$ cat src/rtl/phy_pkg.sv
// phy_pkg: shared constants and state encoding for the PHY serial receive path
package phy_pkg;
  localparam logic [7:0] COMMA = 8'hBC;
  localparam int WORD_W = 9;
  typedef enum logic [1:0] {
    INIT   = 2'd0,
    SYNC   = 2'd1,
    ACTIVE = 2'd2
  } state_t;
endpackage

$ cat src/rtl/phy_rx_comma_align.sv
// phy_rx_comma_align: serial shift register, byte-phase counter and comma alignment FSM
module phy_rx_comma_align
  import phy_pkg::*;
#(
  parameter int BC_COUNT = 4
) (
  input  logic       clk32f,
  input  logic       reset,
  input  logic       data_in,
  output logic       boundary,
  output logic [7:0] cand,
  output logic       active,
  output logic       sync_err
);
  localparam logic [3:0] BC_LAST = 4'(BC_COUNT);

  state_t     state_q, state_d;
  logic [7:0] sr_q, sr_d;
  logic [2:0] bit_cnt_q, bit_cnt_d;
  logic [3:0] bc_cnt_q, bc_cnt_d;
  logic       active_q, active_d;
  logic       sync_err_q, sync_err_d;

  assign cand     = {sr_q[6:0], data_in};
  assign boundary = (state_q == ACTIVE) && (bit_cnt_q == 3'd7);
  assign active   = active_q;
  assign sync_err = sync_err_q;

  // hunt for a comma, count aligned commas, then free-run the byte phase once active
  always_comb begin
    sr_d       = cand;
    state_d    = state_q;
    bit_cnt_d  = bit_cnt_q + 3'd1;
    bc_cnt_d   = bc_cnt_q;
    active_d   = active_q;
    sync_err_d = sync_err_q;
    unique case (state_q)
      INIT: begin
        bit_cnt_d = 3'd0;
        if (cand == COMMA) begin
          state_d  = SYNC;
          bc_cnt_d = 4'd1;
        end
      end
      SYNC: begin
        if (bit_cnt_q == 3'd7) begin
          if (cand == COMMA) begin
            bc_cnt_d = bc_cnt_q + 4'd1;
            if (bc_cnt_q + 4'd1 == BC_LAST) begin
              state_d  = ACTIVE;
              active_d = 1'b1;
            end
          end else begin
            state_d    = INIT;
            bc_cnt_d   = 4'd0;
            bit_cnt_d  = 3'd0;
            sync_err_d = 1'b1;
          end
        end
      end
      ACTIVE: ;
      default: begin
        state_d   = INIT;
        bit_cnt_d = 3'd0;
      end
    endcase
  end

  // alignment state; a low reset discards any partial byte immediately
  always_ff @(posedge clk32f or negedge reset) begin
    if (!reset) begin
      state_q    <= INIT;
      sr_q       <= 8'h00;
      bit_cnt_q  <= 3'd0;
      bc_cnt_q   <= 4'd0;
      active_q   <= 1'b0;
      sync_err_q <= 1'b0;
    end else begin
      state_q    <= state_d;
      sr_q       <= sr_d;
      bit_cnt_q  <= bit_cnt_d;
      bc_cnt_q   <= bc_cnt_d;
      active_q   <= active_d;
      sync_err_q <= sync_err_d;
    end
  end
endmodule

$ cat src/rtl/phy_rx_serial_paralelo.sv
// phy_rx_serial_paralelo: one-lane serial-to-parallel receiver with comma alignment
module phy_rx_serial_paralelo
  import phy_pkg::*;
#(
  parameter int BC_COUNT = 4
) (
  input  logic              clk32f,
  input  logic              reset,
  input  logic              data_in,
  output logic [WORD_W-1:0] paralelo_out,
  output logic              word_strobe,
  output logic              active,
  output logic              sync_err
);
  logic              boundary;
  logic [7:0]        cand;
  logic [WORD_W-1:0] paralelo_q, paralelo_d;
  logic              word_strobe_q, word_strobe_d;

  phy_rx_comma_align #(.BC_COUNT(BC_COUNT)) u_align (
    .clk32f   (clk32f),
    .reset    (reset),
    .data_in  (data_in),
    .boundary (boundary),
    .cand     (cand),
    .active   (active),
    .sync_err (sync_err)
  );

  assign paralelo_out = paralelo_q;
  assign word_strobe  = word_strobe_q;

  // on an active byte boundary capture the byte; a comma is idle and marked invalid
  always_comb begin
    paralelo_d    = boundary ? {cand != COMMA, cand} : paralelo_q;
    word_strobe_d = boundary;
  end

  // output word and strobe registers
  always_ff @(posedge clk32f or negedge reset) begin
    if (!reset) begin
      paralelo_q    <= '0;
      word_strobe_q <= 1'b0;
    end else begin
      paralelo_q    <= paralelo_d;
      word_strobe_q <= word_strobe_d;
    end
  end
endmodule
$ cat config.mk
export PLATFORM = sky130hd
export DESIGN_NAME = phy_rx_serial_paralelo
export DESIGN_NICKNAME = d
export VERILOG_FILES = /design/src/rtl/phy_pkg.sv /design/src/rtl/phy_rx_comma_align.sv /design/src/rtl/phy_rx_serial_paralelo.sv
export SDC_FILE = /design/constraint.sdc
export NUM_CORES = 1
export LEC_CHECK = 0
export CORE_UTILIZATION = 48
export CTS_BUF_LIST = sky130_fd_sc_hd__clkbuf_16
export CTS_CLUSTER_DIAMETER = 50
export CTS_CLUSTER_SIZE = 12
export DETAILED_ROUTE_END_ITERATION = 6
export PLACE_DENSITY = 0.79
export SYNTH_ARGS = -nofsm -noshare
export SYNTH_HDL_FRONTEND = slang
export SYNTH_SLANG_ARGS = --single-unit
$ cat constraint.sdc
create_clock -name clk32f -period 1.72 [get_ports clk32f]
set_clock_uncertainty 0.2 [all_clocks]
set_input_delay 0.344 -clock clk32f [delete_from_list [all_inputs] [get_ports clk32f]]
set_output_delay 0.344 -clock clk32f [all_outputs]
set_load 0.005 [all_outputs]
==> results of run 1 <==
## metrics by stage
stage	cell area (um^2)	hold WS, ps	TNS, ps	utilization	instances
after detailed placement	1520	193	-4580	0.614	153
after global routing	1700	172	-1510	0.686	164
final	1700	163	-799	0.686	164
after global placement	1520	195	-4180	0.614	153
after CTS	1650	162	-974	0.665	161
after floorplan	1270	-152	0	-	98
## per-layer routing
metal,up-vias,track usage
met2,17,0.333
li1,438,-
met5,-,0
met3,5,0.0259
met4,0,0.105
met1,443,0.262
## layout by cell type (no fill, tap or decap), types with 3 or more instances in the layout
cell type / netlist / routed
nand2_1: 5 / 4
inv_1: 6 / 6
ha_1: 7 / 6
clkbuf_16: 0 / 3
nor2b_1: 3 / 3
o2bb2ai_1: 4 / 4
a21oi_1: 3 / 3
clkdlybuf4s50_1: 0 / 13
buf_4: 0 / 22
dfrtp_1: 28 / 28
mux2_2: 8 / 8
## state kept, by name (all words and copies together), names as in the netlist
register and count:
u_align.state_q 2, u_align.bc_cnt_q 4, u_align.sr_q 7, u_align.active 1, word_strobe 1, u_align.sync_err 1
paralelo_out 9, u_align.bit_cnt_q 3
## critical path, delay by kind of cell (launching register included)
| kind | cells | cell delay [ps] |
|---|---|---|
| DFF | 1 | 390 |
| buffers and inverters | 1 | 150 |
| and+or+nand+nor | 2 | 750 |
| AOI/OAI and AO/OA | 2 | 240 |
## power groups by stage
stage / Combinational, W / Sequential (W) / Clock, W
floorplan: 0.0000535 / 0.000691 / 0
global placement: 0.0000906 / 0.000693 / 0
detailed placement: 0.0000939 / 0.000693 / 0
CTS: 0.0000992 / 0.000681 / 0.000524
global route: 0.000117 / 0.000682 / 0.000540
finish: 0.000107 / 0.000681 / 0.000516
## worst paths after layout
check,startpoint,end,slack [ps],cells after the start
min in group asynchronous,reset,u_align.bc_cnt_q[0],260,2
setup / recovery,u_align.sr_q[0],u_align.state_q[0],-110,5
hold reg to reg,u_align.sr_q[4],u_align.sr_q[5],210,0
max in group asynchronous,reset,u_align.active,800,2
hold / removal,data_in,u_align.sr_q[0],160,1
setup reg to reg,u_align.sr_q[0],u_align.state_q[0],-110,5
## final cells by class
class                      instances  area [um^2]  area share
multi-input combinational         60          549       0.323
timing repair buffer              37          315       0.185
clock buffer                       3         75.1      0.0442
inverter                           6         22.5      0.0132
sequential                        28          701       0.412
tap                               30         37.5      0.0221
## kinds of logic (layout without fill, tap and decap cells)
family                   count (synthesis)  count (layout)  share of synthesized area
flip-flops                              28              28                      0.554
AO/OA/AOI/OAI                           26              26                      0.157
adder cells (fa/ha/maj)                  7               7                     0.0692
buffers and inverters                   10              46                     0.0445
multiplexers                             8               8                     0.0712
AND/OR/NAND/NOR                         19              19                      0.104
## what timing repair did
action                     CTS  global route
setup endpoints to repair   12            19
resized for setup            4             8
buffers inserted             5             2
pin swaps                    4             5
gates cloned                 0             1
==> reports/results.ini, run 1 <==
[status]
status=complete, but fails checks
failed_checks=setup timing

[worst_setup_path]
path_cells=or4b_4 -> nor2_4 -> buf_4 -> o2111ai_2 -> o311ai_2
startpoint_type=register
critPathKind=register to register
crit_slowest_cell=or4b_4
critPathRequiredTime_ps=1680
path_max_fanout=6
cp.arrival_ps=1790
cpPeakStageDelay_ps=590
crit_path_end_kind=register

[sta]
setup_viol=11
rsz0062_at_grt=yes
fin_crit_ps=1830
worst_slew_pin_slew_ps=417
hold_viol=0
clock.fmax_mhz=547
fin_crit_sh=1.06
slew_violations=0
setup_ws_ps=-107
slew_headroom=0.722

[placement]
gp_congestion=0.863
pre_cts_ws_ps=-500
hpwl_mm=1.72
io_buffers=14

[logic_synthesis]
synth_seq_area_share=0.554
synth_area_mm2=0.00126
synth_top_area_frac=0.554
ys_ff_latch=28
synth-async-reset-ratio=1.00
ys_warn_count=0
syn_inst=98
synth_flop_cell=dfrtp_1
yosysMostFrequentCell=dfrtp_1
avgSynthCellArea_um2=12.9
syn_nets=108
yosys-top-cells-area=dfrtp_1, mux2_2, ha_1, o2bb2ai_1, inv_1
synth_edf_count=0
synth.distinct_cells=35
synthTopCellsByCount=dfrtp_1, mux2_2, ha_1
synth.largest_area_cell=dfrtp_1

[power]
pwr-share-comb=0.082
p_sw_w=0.000281
power_w=0.00130
power_density_mw_per_mm2=767
p_clk_frac=0.395
swShare=0.215
p_int_w=0.00102
p_seq_frac=0.522
ir_drop_mv=0.670
leakagePower_nw=0.811

[clocking]
cts_htree_levels=1
clk_pin_slew_worst_paths_ps=60
clockRootBuffer=clkbuf_16
cts_buffers=3
clock-sinks=28
clk_latency_ps=260
cts_tree=yes
hold_buffers=0
clk_path_buf_depth=2

[drt]
ant_nets=0
first_pass_iters=4
dr_wl_met2_mm=1.30
vias_per_cell=5.51
top_layer=met4
drc=0
met1_length_mm=1.21
drt_iter0_markers=9
met3_length_um=60
wl_mm=2.62
wl_per_cell_um=16.0
route.vias.total=903

[worst_hold_path]
hp-class=primary input to register

[grt]
grt_max_degree=29
grt_pass1_wl_mm=4.00
overflow=0
antenna_found_initial=0
track_usage=0.205
grt_pass1_vias=899

[floorplan]
core-area_mm2=0.00248
fp.dieW_um=53.3
rows=18
ioPinCount=15
die_h_um=53.3
dieArea_mm2=0.00284
start_util=0.511

[final_layout]
layout-drive-gt1-share=0.343
n_antenna_cell=0
fillers=177
syn_to_final_growth_pct=34.4
layout.nets=146

[flow_run]
max_cap_viol_count=0

Power figures use the tool's default switching activity.
==> run 2, diff against run 1 <==
--- a/config.mk
+++ b/config.mk
@@ -5,7 +5,7 @@
 export SDC_FILE = /design/constraint.sdc
 export NUM_CORES = 1
 export LEC_CHECK = 0
-export CORE_UTILIZATION = 48
+export CORE_UTILIZATION = 50
 export CTS_BUF_LIST = sky130_fd_sc_hd__clkbuf_16
 export CTS_CLUSTER_DIAMETER = 50
 export CTS_CLUSTER_SIZE = 12
==> constraint.sdc (replaced) <==
create_clock -name clk32f -period 2.3 [get_ports clk32f]
set_clock_uncertainty 0.2 [all_clocks]
set_input_delay 0.46 -clock clk32f [delete_from_list [all_inputs] [get_ports clk32f]]
set_output_delay 0.46 -clock clk32f [all_outputs]
set_load 0.005 [all_outputs]
==> reports/results.ini, run 2 (same netlist as run 1, synthesis figures left out) <==
[status]
status=finished, final reports clean

[sta]
slew_violations=0
setup-tns-final_ps=0
rsz0062_at_grt=no
fin_crit_sh=0.903
hold_viol=0
slew_headroom=0.628
setup_viol=0
clock.fmax_mhz=482
worst_slew_pin_slew_ps=553
fin_crit_ps=2080

[clocking]
cts_buffers=3
clk_pin_slew_worst_paths_ps=70
cts_tree=yes
clk_latency_ps=260
cts_htree_levels=1
clock-sinks=28
hold_buffers=0
ctsResizeCount=0
clk_path_buf_depth=2
post_cts_buffers=0
clockRootBuffer=clkbuf_16

[grt]
grt_pass1_vias=850
overflow=0
track_usage=0.216
antenna_found_initial=0
grt_pass1_wl_mm=4.20
grt_max_degree=29

[floorplan]
die_h_um=52.3
rows=17
start_util=0.551
fp.dieW_um=52.3
dieArea_mm2=0.00274
core-area_mm2=0.00230
ioPinCount=15

[drt]
drt_iter0_markers=13
vias_per_cell=5.83
drc=0
first_pass_iters=5
ant_nets=0
wl_mm=2.42
wl_per_cell_um=16.8
route.vias.total=840

[worst_hold_path]
hp-class=register to register
worstHoldStart=u_align.sr_q[4]

[final_layout]
layout.nets=127
layout_common_cells=dfrtp_1, clkdlybuf4s50_1, mux2_2, ha_1, inv_1
multi_input_area_um2=508
largest_reg_flops=9
syn_to_final_growth_pct=21.9
fin_util=0.671
fillers=160
layout-drive-gt1-share=0.181
final_common_cell=dfrtp_1
n_antenna_cell=0
fin_cells=144
register_area_um2=701

[flow_run]
max_cap_viol_count=0

[worst_setup_path]
critPathRequiredTime_ps=2250
critPathBufInv=1
critPathKind=primary input to register
startpoint=data_in
crit_path_end_kind=register
crit_cells=5
cpLargestDelayFamily=simple AND/OR/NAND/NOR gates
worst-r2r-cell-count=4
endpoint=u_align.state_q[0]
crit_slowest_cell=or4b_4
r2r-end=paralelo_out[6]
path_max_fanout=4
r2r_start=u_align.bit_cnt_q[0]
cp.arrival_ps=2030
cpPeakStageDelay_ps=550
r2r_slack_ps=300
path_cells=clkdlybuf4s50_1 -> or4b_4 -> nor2_4 -> nand2_1 -> o311ai_1
startpoint_type=primary input

[placement]
dp.cells=140
io_buffers=14
hpwl_mm=1.56
gp_congestion=0.811

[power]
power_density_mw_per_mm2=702
ir_drop_mv=0.554
leakagePower_nw=0.722

run 2: report_power, final:
group / internal, W / switching [W]
registers: 0.000502 / 0.00000796
clock network: 0.000346 / 0.000161
logic: 0.0000224 / 0.0000423
total: 0.000871 / 0.000211
run 2: routing by layer:
layer / GRT usage / share of wire / up-vias
met5: 0 / 0 / -
met4: 0.0921 / 0.0099 / 0
met3: 0.0290 / 0.030 / 4
met2: 0.342 / 0.50 / 17
met1: 0.296 / 0.45 / 421
li1: - / - / 398
run 2: metrics by stage:
step           cell area (um^2)  setup slack [ps]  hold slack (ps)  total power (W)
2_1_floorplan              1260               483            -35.6         0.000556
3_3_place_gp               1440              63.4              185         0.000577
3_5_place_dp               1440              25.6              196         0.000581
4_1_cts                    1540               200              212          0.00108
5_1_grt                    1540               129              233          0.00112
6_report                   1540               224              216          0.00108
run 2: worst min path at each step:
stage	cells after the start	end	slack [ps]
4_1_cts	0	u_align.sr_q[6]	210
3_5_place_dp	0	u_align.sr_q[3]	200
3_3_place_gp	0	u_align.sr_q[4]	190
5_1_grt	0	u_align.sr_q[6]	230
2_1_floorplan	0	paralelo_out[0]	-40
6_report	0	u_align.sr_q[5]	220
run 2: area by class of cell:
type	count	area share
Sequential cell	28	0.455
Multi-Input combinational cell	60	0.330
Timing Repair Buffer	18	0.110
Clock buffer	3	0.0487
Tap cell	28	0.0227
Clock inverter	1	0.0195
Inverter	6	0.0146
